**config.mk**
```make
export PLATFORM = sky130hd
export DESIGN_NAME = i2c_target_responder
export DESIGN_NICKNAME = d
export VERILOG_FILES = /design/src/rtl/i2c_target_responder.sv
export SDC_FILE = /design/constraint.sdc
export NUM_CORES = 1
export LEC_CHECK = 0
export ABC_CLOCK_PERIOD_IN_PS = 3100
export CORE_UTILIZATION = 35
export DETAILED_ROUTE_END_ITERATION = 8
export SLEW_MARGIN = 20
export SYNTH_ARGS = -nofsm -noshare
export SYNTH_HDL_FRONTEND = slang
export SYNTH_SLANG_ARGS = --single-unit
```
**constraint.sdc**
```tcl
create_clock -name clk -period 3.1 [get_ports clk]
set_clock_uncertainty 0.1 [all_clocks]
set_input_delay 0.775 -clock clk [delete_from_list [all_inputs] [get_ports clk]]
set_output_delay 0.775 -clock clk [all_outputs]
set_load 0.1 [all_outputs]
```
**src/rtl/i2c_target_responder.sv**
```systemverilog
// I2C target that ACKs TARGET_ADDR, hands written bytes to the fabric as rx strobes
// and fetches each read byte from the fabric through a one-clk tx_req handshake.
module i2c_target_responder #(
    parameter logic [6:0] TARGET_ADDR = 7'h42
) (
    input  logic       clk,
    input  logic       reset,
    input  logic       scl_in,
    input  logic       sda_in,
    output logic       sda_oe,
    output logic [7:0] rx_data,
    output logic       rx_valid,
    input  logic [7:0] tx_data,
    output logic       tx_req,
    output logic       busy
);
    typedef enum logic [2:0] {
        IDLE,
        ADDR,
        ADDR_ACK,
        WRITE,
        WRITE_ACK,
        READ,
        READ_ACK,
        WAIT_STOP
    } state_t;

    state_t     state;
    logic       scl_meta, scl_sync, scl_prev;
    logic       sda_meta, sda_sync, sda_prev;
    logic [7:0] shift;
    logic [3:0] bit_cnt;
    logic       read_mode;

    logic scl_rise, scl_fall, start_cond, stop_cond;

    // Sync flops reset to the idle-high bus level so reset release never looks like an edge.
    always_ff @(posedge clk or negedge reset) begin
        if (!reset) begin
            scl_meta <= 1'b1;
            scl_sync <= 1'b1;
            scl_prev <= 1'b1;
            sda_meta <= 1'b1;
            sda_sync <= 1'b1;
            sda_prev <= 1'b1;
        end else begin
            scl_meta <= scl_in;
            scl_sync <= scl_meta;
            scl_prev <= scl_sync;
            sda_meta <= sda_in;
            sda_sync <= sda_meta;
            sda_prev <= sda_sync;
        end
    end

    assign scl_rise   = scl_sync & ~scl_prev;
    assign scl_fall   = ~scl_sync & scl_prev;
    assign start_cond = scl_sync & scl_prev & sda_prev & ~sda_sync;
    assign stop_cond  = scl_sync & scl_prev & ~sda_prev & sda_sync;

    always_ff @(posedge clk or negedge reset) begin
        if (!reset) begin
            state     <= IDLE;
            bit_cnt   <= 4'd0;
            shift     <= 8'd0;
            read_mode <= 1'b0;
            sda_oe    <= 1'b0;
            rx_data   <= 8'd0;
            rx_valid  <= 1'b0;
            tx_req    <= 1'b0;
            busy      <= 1'b0;
        end else begin
            rx_valid <= 1'b0;
            tx_req   <= 1'b0;
            if (start_cond) begin
                state   <= ADDR;
                bit_cnt <= 4'd0;
                sda_oe  <= 1'b0;
                busy    <= 1'b0;
            end else if (stop_cond) begin
                state   <= IDLE;
                bit_cnt <= 4'd0;
                sda_oe  <= 1'b0;
                busy    <= 1'b0;
            end else begin
                case (state)
                    IDLE: begin
                        sda_oe <= 1'b0;
                    end
                    // Byte just shifted is {shift[6:0], sda_sync}, so the address is shift[6:0].
                    ADDR: begin
                        if (scl_rise) begin
                            shift   <= {shift[6:0], sda_sync};
                            bit_cnt <= bit_cnt + 4'd1;
                            if (bit_cnt == 4'd7) begin
                                if (shift[6:0] == TARGET_ADDR) begin
                                    busy      <= 1'b1;
                                    read_mode <= sda_sync;
                                    tx_req    <= sda_sync;
                                    state     <= ADDR_ACK;
                                end else begin
                                    state <= WAIT_STOP;
                                end
                            end
                        end
                    end
                    // First fall here starts the ACK; a fall while already driving ends it.
                    ADDR_ACK, WRITE_ACK: begin
                        if (scl_fall) begin
                            if (!sda_oe) begin
                                sda_oe <= 1'b1;
                            end else begin
                                bit_cnt <= 4'd0;
                                if (state == ADDR_ACK && read_mode) begin
                                    sda_oe <= ~tx_data[7];
                                    shift  <= {tx_data[6:0], 1'b0};
                                    state  <= READ;
                                end else begin
                                    sda_oe <= 1'b0;
                                    state  <= WRITE;
                                end
                            end
                        end
                    end
                    WRITE: begin
                        if (scl_rise) begin
                            shift   <= {shift[6:0], sda_sync};
                            bit_cnt <= bit_cnt + 4'd1;
                            if (bit_cnt == 4'd7) begin
                                rx_data  <= {shift[6:0], sda_sync};
                                rx_valid <= 1'b1;
                                state    <= WRITE_ACK;
                            end
                        end
                    end
                    READ: begin
                        if (scl_rise) begin
                            bit_cnt <= bit_cnt + 4'd1;
                        end else if (scl_fall) begin
                            if (bit_cnt == 4'd8) begin
                                sda_oe <= 1'b0;
                                state  <= READ_ACK;
                            end else begin
                                sda_oe <= ~shift[7];
                                shift  <= {shift[6:0], 1'b0};
                            end
                        end
                    end
                    // Only an ACKed 9th rise can lead to a fall in this state.
                    READ_ACK: begin
                        if (scl_rise) begin
                            if (sda_sync) begin
                                sda_oe <= 1'b0;
                                state  <= WAIT_STOP;
                            end else begin
                                tx_req <= 1'b1;
                            end
                        end else if (scl_fall) begin
                            bit_cnt <= 4'd0;
                            sda_oe  <= ~tx_data[7];
                            shift   <= {tx_data[6:0], 1'b0};
                            state   <= READ;
                        end
                    end
                    WAIT_STOP: begin
                        sda_oe <= 1'b0;
                    end
                    default: begin
                        state  <= IDLE;
                        sda_oe <= 1'b0;
                    end
                endcase
            end
        end
    end
endmodule

```
## After elaboration in Yosys (flattened, before gate mapping)

Index checks and enable logic that the tools add are counted.

| operators by class | value |
|---|---|
| add/sub/neg operators | 1 |
| equality and inequality tests | 33 |
| muxes and demuxes | 66 |
| bitwise gates (word level) | 15 |
| reduce and logical (&&, ||, !) cells | 21 |

Operators by type and width:

| kind | number |
|---|---|
| $mux W8 | 9 |
| $mux W3 | 16 |
| $ne A4 B4 Y1 const B | 11 |
| $pmux W8 S4 | 1 |
| $mux W1 | 29 |
| $mux W4 | 7 |
| $reduce_and A12 Y1 | 2 |
| $reduce_and A6 Y1 | 3 |
| $ne A2 B2 Y1 const B | 8 |
| $pmux W3 S5 | 1 |
| $eq A3 B3 Y1 const B | 4 |
| $pmux W4 S3 | 1 |
| $reduce_bool A3 Y1 | 4 |
| $ne A5 B5 Y1 const B | 2 |
| $not A1 Y1 | 8 |
| $and A1 B1 Y1 | 7 |
| $eq A7 B7 Y1 const B | 1 |
| $reduce_bool A7 Y1 | 1 |
| $eq A3 B2 Y1 const B | 2 |
| $reduce_bool A6 Y1 | 1 |
| $reduce_or A2 Y1 | 3 |
| $reduce_and A5 Y1 | 1 |
| $reduce_bool A5 Y1 | 1 |
| $add A4 B1 Y4 const B | 1 |
| other kinds (12) | 12 |

| word-level totals | value |
|---|---|
| register bits | 34 |
| input port bits | 12 |
| output and inout bits | 12 |
| logic and storage cells | 151 |

## Longest topological paths before layout

Gate-level depths: netlist of run 1.

| depth | value |
|---|---|
| depth after elaboration | 8 |
| mapped depth | 9 |

## Worst setup path before layout of run 1

Ideal clock, no wire load.

| path | value |
|---|---|
| path kind | reg-to-reg |
| start point | reg sda_oe |
| end point | reg shift[0] |
| library setup time | 0.126 ns |
| data arrival time | 1.998 ns |
| required time | 2.874 ns |
| slack | 0.876 ns |
| cell stages (with the launch flop) | 8 |
| buffers on the path | 1 |
| clock period less this slack | 2.224 ns |
| path through | dfrtp_1 > inv_1 > o31ai_1 > a31oi_1 > a211o_4 > buf_6 > nand2_1 > o31ai_1 |

| between the ends | value |
|---|---|
| longest elaborated chain between the ends | 2 |

Ends and longest elaborated chain:

| item | line | RTL |
|---|---|---|
| start, declared | 10 | `output logic sda_oe,` |
| start signal, assigned | 115 | `sda_oe <= ~tx_data[7];` |
| start signal, assigned | 144 | `sda_oe <= ~shift[7];` |
| start signal, assigned | 160 | `sda_oe <= ~tx_data[7];` |
| $ne A2 B2 Y1 (no source line) | - |  |
| $reduce_and A12 Y1 (no source line) | - |  |
| end signal, assigned | 93 | `shift <= {shift[6:0], sda_sync};` |
| end signal, assigned | 116 | `shift <= {tx_data[6:0], 1'b0};` |
| end signal, assigned | 127 | `shift <= {shift[6:0], sda_sync};` |
| end, declared | 31 | `logic [7:0] shift;` |

No other way between the ends.
A chain may end at the register's enable or synchronous reset.

## Worst setup path after layout of run 1

| path | value |
|---|---|
| start point | reg state[2] |
| end point | reg state[2] |

| between the ends | value |
|---|---|
| longest elaborated chain between the ends | 8 |
| elaborated cells between the ends (all ways) | 27 |
| classes of those cells | 17 x eq/ne; 6 x mux; 4 x reduce/logical |

Ends and longest elaborated chain:

| item | line | RTL |
|---|---|---|
| start, declared | 28 | `state_t state;` |
| start signal, assigned | 63 | `state <= IDLE;` |
| start signal, assigned | 76 | `state <= ADDR;` |
| start signal, assigned | 81 | `state <= IDLE;` |
| $eq A3 B2 Y1 | 86, 114 |  |
| $logic_and A1 B1 Y1 | 114 | `if (state == ADDR_ACK && read_mode) begin` |
| $mux W3 | 114 |  |
| $mux W3 | 110 | `if (!sda_oe) begin` |
| $mux W3 | 109 | `if (scl_fall) begin` |
| $pmux W3 S5 | 86 | `case (state)` |
| $mux W3 | 80 | `end else if (stop_cond) begin` |
| $mux W3 | 75 | `if (start_cond) begin` |

Several ways; a longest one is shown, not always the timed one. The select of a mux whose other input is x is not followed.

==> impl_metrics.tcl, run 1 <==
set metrics [dict create \
    clk-insertion-delay-late_ps 290 \
    grt_pass1_vias 1437 \
    min_period_over_period_pct 73.7 \
    die_area_sq_um 5730 \
    reg2regPathDepth 6 \
    areaGrowthSynthToFinish_pct 20.9 \
    grt_start_max_net_pins 35 \
    holdCritPathClass "reg -> reg" \
    synthesis.area_sq_um 1900 \
    end_kind "flip-flop" \
    r2r_slack_ps 820 \
    n_antenna_cell 0 \
    drtIter0Drc 128 \
    synth_edf_count 0 \
    max-slew-margin-rel_pct 56.4 \
    power.switching_mw 0.785 \
    die_y_um 75.7 \
    fmax_mhz 438 \
    p_per_area_nw_per_um2 863 \
    critPathCapture "state[2]" \
    post_cts_buffers 0 \
    synth_xor_area_share_pct 0.461 \
    fp.dieW_um 75.7 \
    synth_cell_types 49 \
    final_cell_mix "28 x dfrtp_1, 22 x nand2_1, 14 x buf_4" \
    cts_hold_buffers 0 \
    clk_path_buf_depth 2 \
    drc 0 \
    portBuffers 23 \
    crit_start "state[2]" \
    critPathKind "reg -> reg" \
    crit_cells 6 \
    drv_cap 0 \
    cp_cell_sequence "nand2b_1 > a21boi_1 > o21ai_1 > a41oi_1 > a2111oi_0 > nor3_1" \
    synthMuxAreaShare_pct 8.36 \
    rsz0062_at_grt "no" \
    report.final.setup_viol 0 \
    pwr-share-comb_pct 38.1 \
    cts_tree "built" \
    ys_warn_count 0 \
    core_sq_um 5170 \
    vias_per_cell 5.10 \
    status "finished clean" \
    hpwl_um 2740 \
    grt_use_total_pct 16.2 \
    routabilityCongestion 0.879 \
    power_frac_seq_pct 36.1 \
    antenna_found_initial 0 \
    overflow 0 \
    wl_um 3930 \
    netlist_instances 191 \
    core.rowCount 26 \
    wl_per_cell_um 13.7 \
    drv_slew 0 \
    drt_first_pass_iters 4 \
    clock_sinks 34 \
    regArea_sq_um 858 \
    syn-mean-instance-area_sq_um 9.95 \
    ant_nets 0 \
    yosys.area_share.simple_pct 18.6 \
    async_flop_share_pct 100 \
    path_buf_inv 0 \
    nFillCells 485 \
    multi_input_area_sq_um 950 \
    layout-drive-gt1-share_pct 22.1 \
    power.internal_mw 1.20 \
    cts_buffers 5 \
    worst-path-max-fanout 21 \
    worstSetupStartpointType "flip-flop" \
    h-tree-depth 2 \
    clkPwrFrac_pct 25.8 \
    syn_nets 208 \
    layout_commonest_cell "dfrtp_1" \
    tns_ps 0 \
    vias 1465 \
    initial_utilization_pct 36.7 \
    worst_ir_drop_vdd_v 0.000379 \
    cts_root_buffer "clkbuf_8" \
    crit_path_top_delay_cell "dfrtp_1" \
    power_mw 1.98 \
    switching_share_pct 39.6 \
    nNetsFinal 233 \
    reg2reg_from "state[2]" \
    grt_first_pass_wirelength_um 6840 \
    worst_slew_pin_slew_ps 654 \
    ys_ff_latch 34 \
    arrival_ps 2350 \
    critical_path.reg2reg.endpoint "state[2]" \
    max_stage_delay_ps 770 \
    hold_violations 0 \
    hold_depth 0 \
    yosysSeqAreaShare_pct 45.2 \
    postCtsResizedCells 0 \
    io_pins 24 \
    synth_compound_area_share_pct 19.2 \
    p_leak_nw 1.07 \
    synth_top_family_by_area "compound AO/OA/AOI/OAI gates" \
    timing.final.crit_period_ps 2280 \
    clkTransAtPathRegs_ps 70 \
    critPathRequiredTime_ps 3160 \
    yosys_most_used_dff "dfrtp_1" \
    synth-adder-area-share_pct 3.29 \
    crit_family "compound AO/OA/AOI/OAI gates" \
]
[cells by family after synthesis]
family | Yosys count
AND/OR/NAND/NOR | 64
XOR/XNOR | 1
flip-flops | 34
adder cells (fa/ha/maj) | 5
buffers and inverters | 19
AO/OA/AOI/OAI | 53
multiplexers | 15
[sequential cells by signal, summed over array words and instances (netlist names)]
register	count
rx_data	8
scl_prev	1
scl_sync	1
rx_valid	1
sda_sync	1
shift	8
sda_meta	1
sda_prev	1
tx_req	1
bit_cnt	4
sda_oe	1
busy	1
read_mode	1
scl_meta	1
state	3
[power groups by stage]
stage	clock [mW]	sequential [mW]	combinational [mW]
after floorplan	0	0.660	0.683
after global placement	0	0.718	0.754
after detailed placement	0	0.719	0.760
after CTS	0.522	0.711	0.763
after global routing	0.540	0.739	0.861
final	0.511	0.716	0.756
[worst reg2reg max path: cells and delay by family, from the launching register on]
kind               cells  cell delay (ps)
and+or+nand+nor        2              330
DFF                    1              770
AOI/OAI and AO/OA      4              960
[cells in the mapped netlist (2+ instances only)]
library cell | number | area [sq um]
nor2_1 | 11 | 41.3
nand2b_1 | 7 | 43.8
buf_6 | 2 | 22.5
o21ai_0 | 11 | 55.1
dfrtp_1 | 28 | 701
dfstp_2 | 6 | 158
buf_2 | 2 | 10.0
a211oi_1 | 2 | 15.0
o21ai_1 | 9 | 45.0
nor2b_1 | 3 | 18.8
a21oi_1 | 7 | 35.0
o21ai_2 | 2 | 17.5
nand2_2 | 2 | 12.5
nand3_1 | 2 | 10.0
a31oi_1 | 3 | 18.8
o22ai_1 | 3 | 18.8
and3b_1 | 2 | 17.5
and3_1 | 2 | 12.5
nand3b_1 | 2 | 15.0
clkbuf_1 | 2 | 7.51
o32ai_1 | 2 | 17.5
ha_1 | 5 | 62.6
nor3_1 | 4 | 20.0
o31ai_1 | 3 | 22.5
mux2i_1 | 8 | 80.1
inv_1 | 11 | 41.3
nand2_1 | 22 | 82.6
mux2_2 | 7 | 78.8
[layer usage]
| metal | vias to the layer above | wire (um) | track usage (%) |
|---|---|---|---|
| met5 | - | 0 | 0 |
| met3 | 7 | 130 | 3.57 |
| met1 | 693 | 1910 | 22.3 |
| li1 | 737 | - | - |
| met4 | 0 | 58 | 5.56 |
| met2 | 28 | 1830 | 25.2 |
[worst min path at each step]
| stage | from | to | slack (ps) |
|---|---|---|---|
| after global routing | sda_meta | sda_sync | 270 |
| after floorplan | scl_meta | scl_sync | 250 |
| after detailed placement | sda_meta | sda_sync | 250 |
| after CTS | sda_meta | sda_sync | 260 |
| after global placement | sda_meta | sda_sync | 250 |
| final | sda_meta | sda_sync | 260 |
[metrics by stage]
step / cell area (sq um) / setup WS (ps) / hold WS [ps] / util [%] / std cells
floorplan: 1900 / 876 / 245 / - / 191
global placement: 2160 / 868 / 247 / 41.7 / 279
detailed placement: 2160 / 855 / 248 / 41.7 / 279
CTS: 2300 / 857 / 258 / 44.4 / 287
global route: 2300 / 593 / 267 / 44.4 / 287
finish: 2300 / 816 / 257 / 44.4 / 287
[area by class of cell]
type | count | share of cell area (%)
flip-flops and latches | 34 | 37.3
inverters | 12 | 1.96
repair buffers | 25 | 9.36
well taps | 70 | 3.81
clock buffers | 6 | 3.59
multi-input cells | 138 | 41.3
clock inverters | 2 | 2.61
No activity file was read; power rests on OpenSTA's default activity.
==> run 2: changes to the inputs <==
--- a/config.mk
+++ b/config.mk
@@ -5,7 +5,7 @@
 export SDC_FILE = /design/constraint.sdc
 export NUM_CORES = 1
 export LEC_CHECK = 0
-export ABC_CLOCK_PERIOD_IN_PS = 3100
+export ABC_CLOCK_PERIOD_IN_PS = 2000
 export CORE_UTILIZATION = 35
 export DETAILED_ROUTE_END_ITERATION = 8
 export SLEW_MARGIN = 20
==> constraint.sdc (replaced) <==
create_clock -name clk -period 2 [get_ports clk]
set_clock_uncertainty 0.1 [all_clocks]
set_input_delay 0.5 -clock clk [delete_from_list [all_inputs] [get_ports clk]]
set_output_delay 0.5 -clock clk [all_outputs]
set_load 0.1 [all_outputs]
==> run 2 against run 1 <==
Against the previous run:
- non-clock buffer count is 22 higher
- critical path type unchanged
- the run now ends with setup timing left
- sequential share of layout area shrank 6.5 points
- combinational power up 140%
- power is 72% higher
- first-iteration DRC count down 0.78%
- via count grew 9.4%
==> impl_metrics.tcl, run 2 (synthesized netlist as in run 1, its figures left out) <==
set metrics [dict create \
    status "finished, violations left" \
    violations "setup timing" \
    grt_use_total_pct 18.2 \
    grt_start_max_net_pins 35 \
    critical_path.reg2reg.endpoint "state[0]" \
    clk-insertion-delay-late_ps 290 \
    core_sq_um 5170 \
    routabilityCongestion 0.882 \
    grt_pass1_vias 1604 \
    max_stage_delay_ps 550 \
    n_antenna_cell 0 \
    wl_per_cell_um 15.1 \
    initial_utilization_pct 36.7 \
    routed.top_layer "met4" \
    r2r_slack_ps -10 \
    drc 0 \
    cp_common_cell "inv_1" \
    clkTransAtPathRegs_ps 70 \
    cts_tree "built" \
    hold_violations 0 \
    hpwl_um 3010 \
    vias 1603 \
    worstSetupStartpointType "flip-flop" \
    die_y_um 75.7 \
    worst_ir_drop_vdd_v 0.000531 \
    cp_cell_sequence "inv_1 > ha_4 > inv_1 > o32ai_2 > o21ai_2 > o21ai_1 > and3b_1 > a2bb2oi_2" \
    die_area_sq_um 5730 \
    dp_slack_ps -119 \
    power_mw 3.41 \
    min_period_over_period_pct 101 \
    wl_met2_um 2220 \
    h-tree-depth 2 \
    timing.final.crit_period_ps 2010 \
    p_per_area_nw_per_um2 1220 \
    grt_first_pass_wirelength_um 7530 \
    end_kind "flip-flop" \
    areaGrowthSynthToFinish_pct 46.9 \
    core.rowCount 26 \
    drt_first_pass_iters 5 \
    worst-path-max-fanout 5 \
    layout_commonest_cell "dfrtp_1" \
    critPathKind "reg -> reg" \
    tns_ps -11.7 \
    fin_util_pct 54.0 \
    fmax_mhz 497 \
    reg2reg_from "scl_prev" \
    arrival_ps 2090 \
    holdPathEnd "sda_sync" \
    drt-met1-wl_um 2180 \
    cts_buffers 5 \
    portBuffers 23 \
    layout-drive-gt1-share_pct 42.1 \
    p_leak_nw 1.23 \
    hold_depth 0 \
    io_pins 24 \
    reg2regPathDepth 8 \
    path_buf_inv 2 \
    nNetsFinal 256 \
    min_from "sda_meta" \
    report.final.setup_viol 1 \
    wl_um 4690 \
    critPathRequiredTime_ps 2080 \
    rsz0062_at_grt "yes" \
    max-slew-margin-rel_pct 76.5 \
    worst_slew_pin_slew_ps 352 \
    clk_path_buf_depth 2 \
    nFillCells 450 \
    cts_hold_buffers 0 \
    holdCritPathClass "reg -> reg" \
    vias_per_cell 5.17 \
    drv_slew 0 \
    fp.dieW_um 75.7 \
    crit_path_top_delay_cell "dfstp_2" \
    wl_met3_um 155 \
    final_cell_mix "26 x dfrtp_1, 23 x buf_4, 22 x nand2_1" \
    crit_family "compound AO/OA/AOI/OAI gates" \
    drtIter0Drc 127 \
    antenna_found_initial 0 \
    drv_cap 0 \
    overflow 0 \
    clock_sinks 34 \
    ant_nets 0 \
    setup_slack_ps -11.7 \
    cts_root_buffer "clkbuf_8" \
    top_regs "rx_data (8), shift (8), bit_cnt (4)" \
]
==> run 2: stage by stage <==
stage	cells	hold WS (ps)	cell area, sq um
2_1_floorplan	191	104	1900
3_3_place_gp	299	246	2470
3_5_place_dp	299	247	2470
4_1_cts	308	257	2680
5_1_grt	310	267	2790
6_report	310	257	2790
==> run 2: area by class of cell <==
type	instances	area [sq um]	share of cell area, %
Inverter	12	45.0	1.61
Clock buffer	6	82.6	2.96
Multi-Input combinational cell	139	1160	41.6
Timing Repair Buffer	47	543	19.5
Sequential cell	34	861	30.8
Clock inverter	2	12.5	0.448
Tap cell	70	87.6	3.14
==> run 2: what timing repair did <==
item,4_1_cts,5_1_grt
setup buffers,0,2
endpoints found under the setup margin,15,26
gates resized for setup,20,22
pin swaps,8,8
gates cloned,1,0
==> run 2: worst max-delay path by stage <==
stage	cells past startpoint	startpoint	slack [ps]	to
2_1_floorplan	9	scl_prev	3	shift[0]
3_3_place_gp	6	scl_prev	-50	shift[0]
3_5_place_dp	6	scl_prev	-120	shift[0]
4_1_cts	8	scl_prev	-7	bit_cnt[3]
5_1_grt	8	scl_prev	-60	bit_cnt[3]
6_report	8	scl_prev	-10	state[0]
==> run 2: report_power, final <==
part	internal, mW	leakage [nW]	switching, mW
clock network	0.277	0.0472	0.261
registers	0.843	0.431	0.199
logic	0.799	0.750	1.04
total	1.92	1.23	1.50
==> run 2: worst reg2reg max path, delay by kind of cell, from the launching register on <==
| family | cells | cell delay (ps) |
|---|---|---|
| adders and majority gates | 1 | 170 |
| DFF | 1 | 550 |
| buffers and inverters | 2 | 230 |
| AOI/OAI and AO/OA | 4 | 660 |
| and+or+nand+nor | 1 | 190 |
==> run 2: layer usage <==
metal	GRT usage, %	up-vias
met5	0	-
met4	9.47	0
met3	4.10	14
met2	28.3	38
met1	23.7	771
li1	-	780
